### config.mk
export PLATFORM = sky130hd
export DESIGN_NAME = word_serializer
export DESIGN_NICKNAME = d
export VERILOG_FILES = /design/src/rtl/word_serializer.sv
export SDC_FILE = /design/constraint.sdc
export NUM_CORES = 1
export LEC_CHECK = 0
export BUFFER_PORTS_ARGS = -buffer_cell sky130_fd_sc_hd__buf_4
export CAP_MARGIN = 20
export CORE_UTILIZATION = 44
export DETAILED_ROUTE_END_ITERATION = 8
export GPL_ROUTABILITY_DRIVEN = 0
export PLACE_DENSITY = 0.69
export SKIP_CTS_REPAIR_TIMING = 1
export SLEW_MARGIN = 5
export SYNTH_ARGS = -nofsm -noshare
export SYNTH_HDL_FRONTEND = slang
export SYNTH_SLANG_ARGS = --single-unit
export TNS_END_PERCENT = 50
### constraint.sdc
create_clock -name clk -period 3.54 [get_ports clk]
set_input_delay 0.531 -clock clk [delete_from_list [all_inputs] [get_ports clk]]
set_output_delay 0.531 -clock clk [all_outputs]
set_load 0.05 [all_outputs]
### src/rtl/word_serializer.sv
// Word-to-chunk serializer: captures a DATA_W-bit word over valid/ready and
// streams it out as DATA_W/CHUNK_W chunks, MSB-first or LSB-first.
module word_serializer #(
    parameter int DATA_W    = 32,
    parameter int CHUNK_W   = 8,
    parameter int IDX_W     = 2,
    parameter bit MSB_FIRST = 1'b1
) (
    input  logic               clk,
    input  logic               reset,
    input  logic               in_valid,
    output logic               in_ready,
    input  logic [DATA_W-1:0]  in_data,
    output logic               out_valid,
    input  logic               out_ready,
    output logic [CHUNK_W-1:0] out_data,
    output logic [IDX_W-1:0]   out_idx,
    output logic               out_last,
    output logic               busy
);

    localparam int NCHUNK = DATA_W / CHUNK_W;

    typedef enum logic [0:0] {
        IDLE = 1'b0,
        SEND = 1'b1
    } state_t;

    state_t             state_q, state_d;
    logic [DATA_W-1:0]  word_q, word_d;
    logic [IDX_W-1:0]   idx_q, idx_d;

    logic [CHUNK_W-1:0] chunks [NCHUNK];
    logic [CHUNK_W-1:0] chunk_sel;
    logic               sending;
    logic               is_last;
    logic               take_word;

    // Chunk k is the k-th chunk on the wire, whichever end it comes from.
    for (genvar g = 0; g < NCHUNK; g++) begin : g_chunk
        if (MSB_FIRST) begin : g_msb
            assign chunks[g] = word_q[DATA_W-1-g*CHUNK_W -: CHUNK_W];
        end else begin : g_lsb
            assign chunks[g] = word_q[g*CHUNK_W +: CHUNK_W];
        end
    end

    always_comb begin
        chunk_sel = '0;
        for (int i = 0; i < NCHUNK; i++) begin
            if (idx_q == IDX_W'(i)) begin
                chunk_sel = chunks[i];
            end
        end
    end

    assign sending   = (state_q == SEND);
    assign is_last   = (idx_q == IDX_W'(NCHUNK - 1));
    // The last chunk leaving frees the register in the same cycle.
    assign in_ready  = !reset && (!sending || (is_last && out_ready));
    assign take_word = in_valid && in_ready;

    assign out_valid = sending && !reset;
    assign out_data  = out_valid ? chunk_sel : '0;
    assign out_idx   = out_valid ? idx_q : '0;
    assign out_last  = out_valid && is_last;
    assign busy      = sending;

    always_comb begin
        state_d = state_q;
        word_d  = word_q;
        idx_d   = idx_q;
        case (state_q)
            IDLE: begin
                if (take_word) begin
                    word_d  = in_data;
                    idx_d   = '0;
                    state_d = SEND;
                end
            end
            SEND: begin
                if (out_ready) begin
                    if (!is_last) begin
                        idx_d = idx_q + IDX_W'(1);
                    end else if (take_word) begin
                        word_d = in_data;
                        idx_d  = '0;
                    end else begin
                        idx_d   = '0;
                        state_d = IDLE;
                    end
                end
            end
            default: begin
                state_d = IDLE;
                idx_d   = '0;
            end
        endcase
    end

    always_ff @(posedge clk) begin
        if (reset) begin
            state_q <= IDLE;
            word_q  <= '0;
            idx_q   <= '0;
        end else begin
            state_q <= state_d;
            word_q  <= word_d;
            idx_q   <= idx_d;
        end
    end

endmodule

; Yosys cells after proc, flatten, opt, wreduce, memory -nomap -nowiden
; Cells that the tools add are included.
[classes]
addsub = 1
n_eq_ne = 6
mux = 18
n_bitwise = 1
reduce_logical = 11
[op_table]
columns = cell, n
row1 = 32-bit 2-to-1 mux, 3
row2 = 32-bit case mux with 2 select lines, 1
row3 = 8-bit 2-to-1 mux, 5
row4 = 2-bit 2-to-1 mux, 4
row5 = 1-bit logical AND, 5
row6 = "2-bit == test, second input constant", 2
row7 = "2-bit != test, second input constant", 2
row8 = 2-bit case mux with 2 select lines, 1
row9 = 2-bit AND reduction, 2
row10 = 1-bit 2-to-1 mux, 3
row11 = "2-bit by 1-bit adder with 2-bit output, second input constant", 1
row12 = "2-bit by 1-bit == test with 1-bit output, second input constant", 1
row13 = 1-bit zero test, 2
row14 = 2-bit zero test, 1
row15 = "2-bit by 1-bit != test with 1-bit output, second input constant", 1
row16 = 1-bit case mux with 2 select lines, 1
row17 = 1-bit logical OR, 1
row18 = 1-bit inverter, 1
[totals]
reg_bits = 35

; Longest topological paths before layout
[logic_depth]
depth_word = 9
depth_mapped = 7

; Worst setup path before layout
; OpenSTA, ideal clock, no wires.
[synth_path]
kind = reg2out
startpoint = reg idx_q[1]
endpoint = out out_data[0]
arrival_time_ns = 2.793
required_time_ns = 3.009
slack_ns = 0.216
path_stages_with_launch = 8
path_buffers = 2
path_cell_list = dfxtp_1 > inv_1 > ha_1 > clkbuf_1 > nor2b_1 > clkbuf_2 > a221oi_1 > o41ai_1
[synth_via]
elab_chain_cells = 6
word_cells_on_any_way = 9
[synth_rtl]
columns = item, line
row1 = start: declaration, 31  ; logic [IDX_W-1:0] idx_q, idx_d;
row2 = start signal: assignment, 109  ; idx_q <= idx_d;
row3 = 2-bit zero test, 51  ; if (idx_q == IDX_W'(i)) begin
row4 = 8-bit 2-to-1 mux (3 in a row), 51
row5 = 8-bit 2-to-1 mux *, 51
row6 = 8-bit 2-to-1 mux *, 64  ; assign out_data = out_valid ? chunk_sel : '0;
row7 = end: declaration, 16  ; output logic [CHUNK_W-1:0] out_data,
; Every way passes the cells marked *; elsewhere a longest branch is shown, timed or not.

; Worst setup path after layout
; Ends and elaborated chain as after synthesis.

==> results_dict.tcl <==
set metrics [dict create \
    status "completed" \
    wl_per_cell_um 13.9 \
    critical_path_arrival_ns 2.40 \
    ys_types 22 \
    drcViolationCount 0 \
    syn-instance-count 167 \
    ant_nets 0 \
    required_ns 3.01 \
    cts_tree "built" \
    worstHoldStart "in_data[4]" \
    cp-startpoint "idx_q[1]" \
    cts.sinks 35 \
    grt_pass1_vias 1314 \
    ys_seq_elements 35 \
    fin_tns_setup_ns 0 \
    synthToLayoutAreaGrowth_pct 28.5 \
    hold_path.class "primary input to flip-flop" \
    stdcell_area_um2 2240 \
    dpl.hpwl_um 2720 \
    period_needed_ns 2.93 \
    stdcell_count 261 \
    vias 1363 \
    grt_antenna_before_repair 0 \
    synth_seq_area_share 0.401 \
    power_density_nw_per_um2 443 \
    grt_setup_unrepaired "false" \
    worstReg2RegStart "idx_q[0]" \
    grt_max_degree 39 \
    synth_nets 207 \
    layout_common_cells "51 x buf_4, 41 x nor2b_1, 35 x dfxtp_1" \
    track_usage 0.188 \
    crit_path_end_kind "output port" \
    cts.path.max_buffers 2 \
    fin_nets 252 \
    drtIter0Drc 35 \
    max_slew_margin 0.551 \
    max_freq_mhz 341 \
    die_w_um 65.0 \
    cts_buffers 5 \
    h-tree-depth 2 \
    maxSlewViolCount 0 \
    clock_latency_ns 0.28 \
    drt-pass1-iter-count 4 \
    vias_per_cell 5.22 \
    fp-row-count 22 \
    core_um2 3740 \
    finalSetupViolCount 0 \
    ir_worst_vdd_mv 0.286 \
    cts_root_buf "clkbuf_8" \
    start_util 0.466 \
    wirelength_um 3630 \
    path_clk_slew_ns 0.07 \
    fin_util 0.599 \
    yosysTopAreaCell "dfxtp_1" \
    critPathLaunchType "flip-flop" \
    finalHoldViolCount 0 \
    ys_warn_count 0 \
    dp.cells 253 \
    die-height_um 65.0 \
    n_fill_cell 343 \
    skew_ns 0.00750 \
    ioPinCount 50 \
    drive_above_1_share 0.423 \
    io_buffers 49 \
    maxCapViolCount 0 \
    synth_area_leaders "dfxtp_1 40%, mux2_2 19%, nor2b_1 15%" \
    grt_pass1_wl_um 6000 \
    grt_overflow 0 \
    postPlaceCellArea_um2 2110 \
    p_leak_nw 0.968 \
    dieArea_um2 4220 \
    path_class "flip-flop to output port" \
    multi_input_area_um2 955 \
    antenna_cells 0 \
    cp_max_fo 9 \
    final_common_cell "buf_4" \
    avgSynthCellArea_um2 10.5 \
    min_period_over_period 0.829 \
    synth_top_area_frac 0.401 \
    tightest_slew_ns 0.674 \
    register_area_um2 701 \
    mappedNetlistArea_um2 1750 \
]
[power by group]
| group | internal [mW] | switching [mW] |
|---|---|---|
| Clock | 0.282 | 0.138 |
| Combinational | 0.0758 | 0.0620 |
| Sequential | 0.422 | 0.0147 |
[cell families after synthesis]
logic type | count (synthesis) | share of synthesized area
AOI/OAI and AO/OA | 19 | 0.101
buffers and inverters | 16 | 0.0516
adders and majority gates | 4 | 0.0287
muxes | 33 | 0.212
DFF | 35 | 0.401
and+or+nand+nor | 60 | 0.205
[critical path: stages, from the launching register on]
cell	delay (ns)
dfxtp_1	0.38
inv_1	0.10
ha_1	0.30
nor2b_1	0.48
a221oi_1	0.16
o41ai_1	0.42
buf_4	0.27
[metrics by stage]
step | setup WS, ns | total power [mW] | hold WS (ns)
final | 0.607 | 0.994 | 0.458
after global routing | 0.442 | 1.04 | 0.449
after CTS | 0.593 | 1.01 | 0.452
after detailed placement | 0.867 | 0.584 | 0.575
after global placement | 0.932 | 0.580 | 0.524
after floorplan | 0.216 | 0.533 | 0.505
[per-layer routing]
layer | up-vias | routed length, um | global-route usage
li1 | 685 | - | -
met1 | 629 | 1630 | 0.241
met2 | 39 | 1730 | 0.294
met3 | 10 | 195 | 0.0634
met4 | 0 | 86 | 0.0583
met5 | - | 0 | 0
[path summary, 6_finish.rpt]
path	to	slack [ns]	depth (start not counted)
worst min register to register	idx_q[1]	0.58	2
worst min-delay path	chunks[4]	0.46	2
worst max-delay path	out_data[0]	0.61	6
worst max register to register	chunks[23]	1.44	5
[synthesized netlist by cell type (all sizes together)]
master and count:
ha 4, clkbuf 7, o41ai 8, nor2b 41, nor3b 1, and2 1, mux2 32, mux2i 1
a21boi 1, nand3 8, a32oi 2, nand2b 1, a221oi 8, inv 2, clkinv 1, nor2 8
buf 6, dfxtp 35
[registers in the layout (all words and copies together) (netlist names)]
register  count
busy          1
chunks       32
idx_q         2
[final cells by class]
| type | count | area share |
|---|---|---|
| well taps | 48 | 0.0268 |
| flip-flops and latches | 35 | 0.313 |
| clock inverters | 2 | 0.0268 |
| inverters | 3 | 0.00502 |
| multi-input cells | 116 | 0.426 |
| repair buffers | 51 | 0.171 |
| clock buffers | 6 | 0.0324 |
Power figures use the tool's default switching activity.
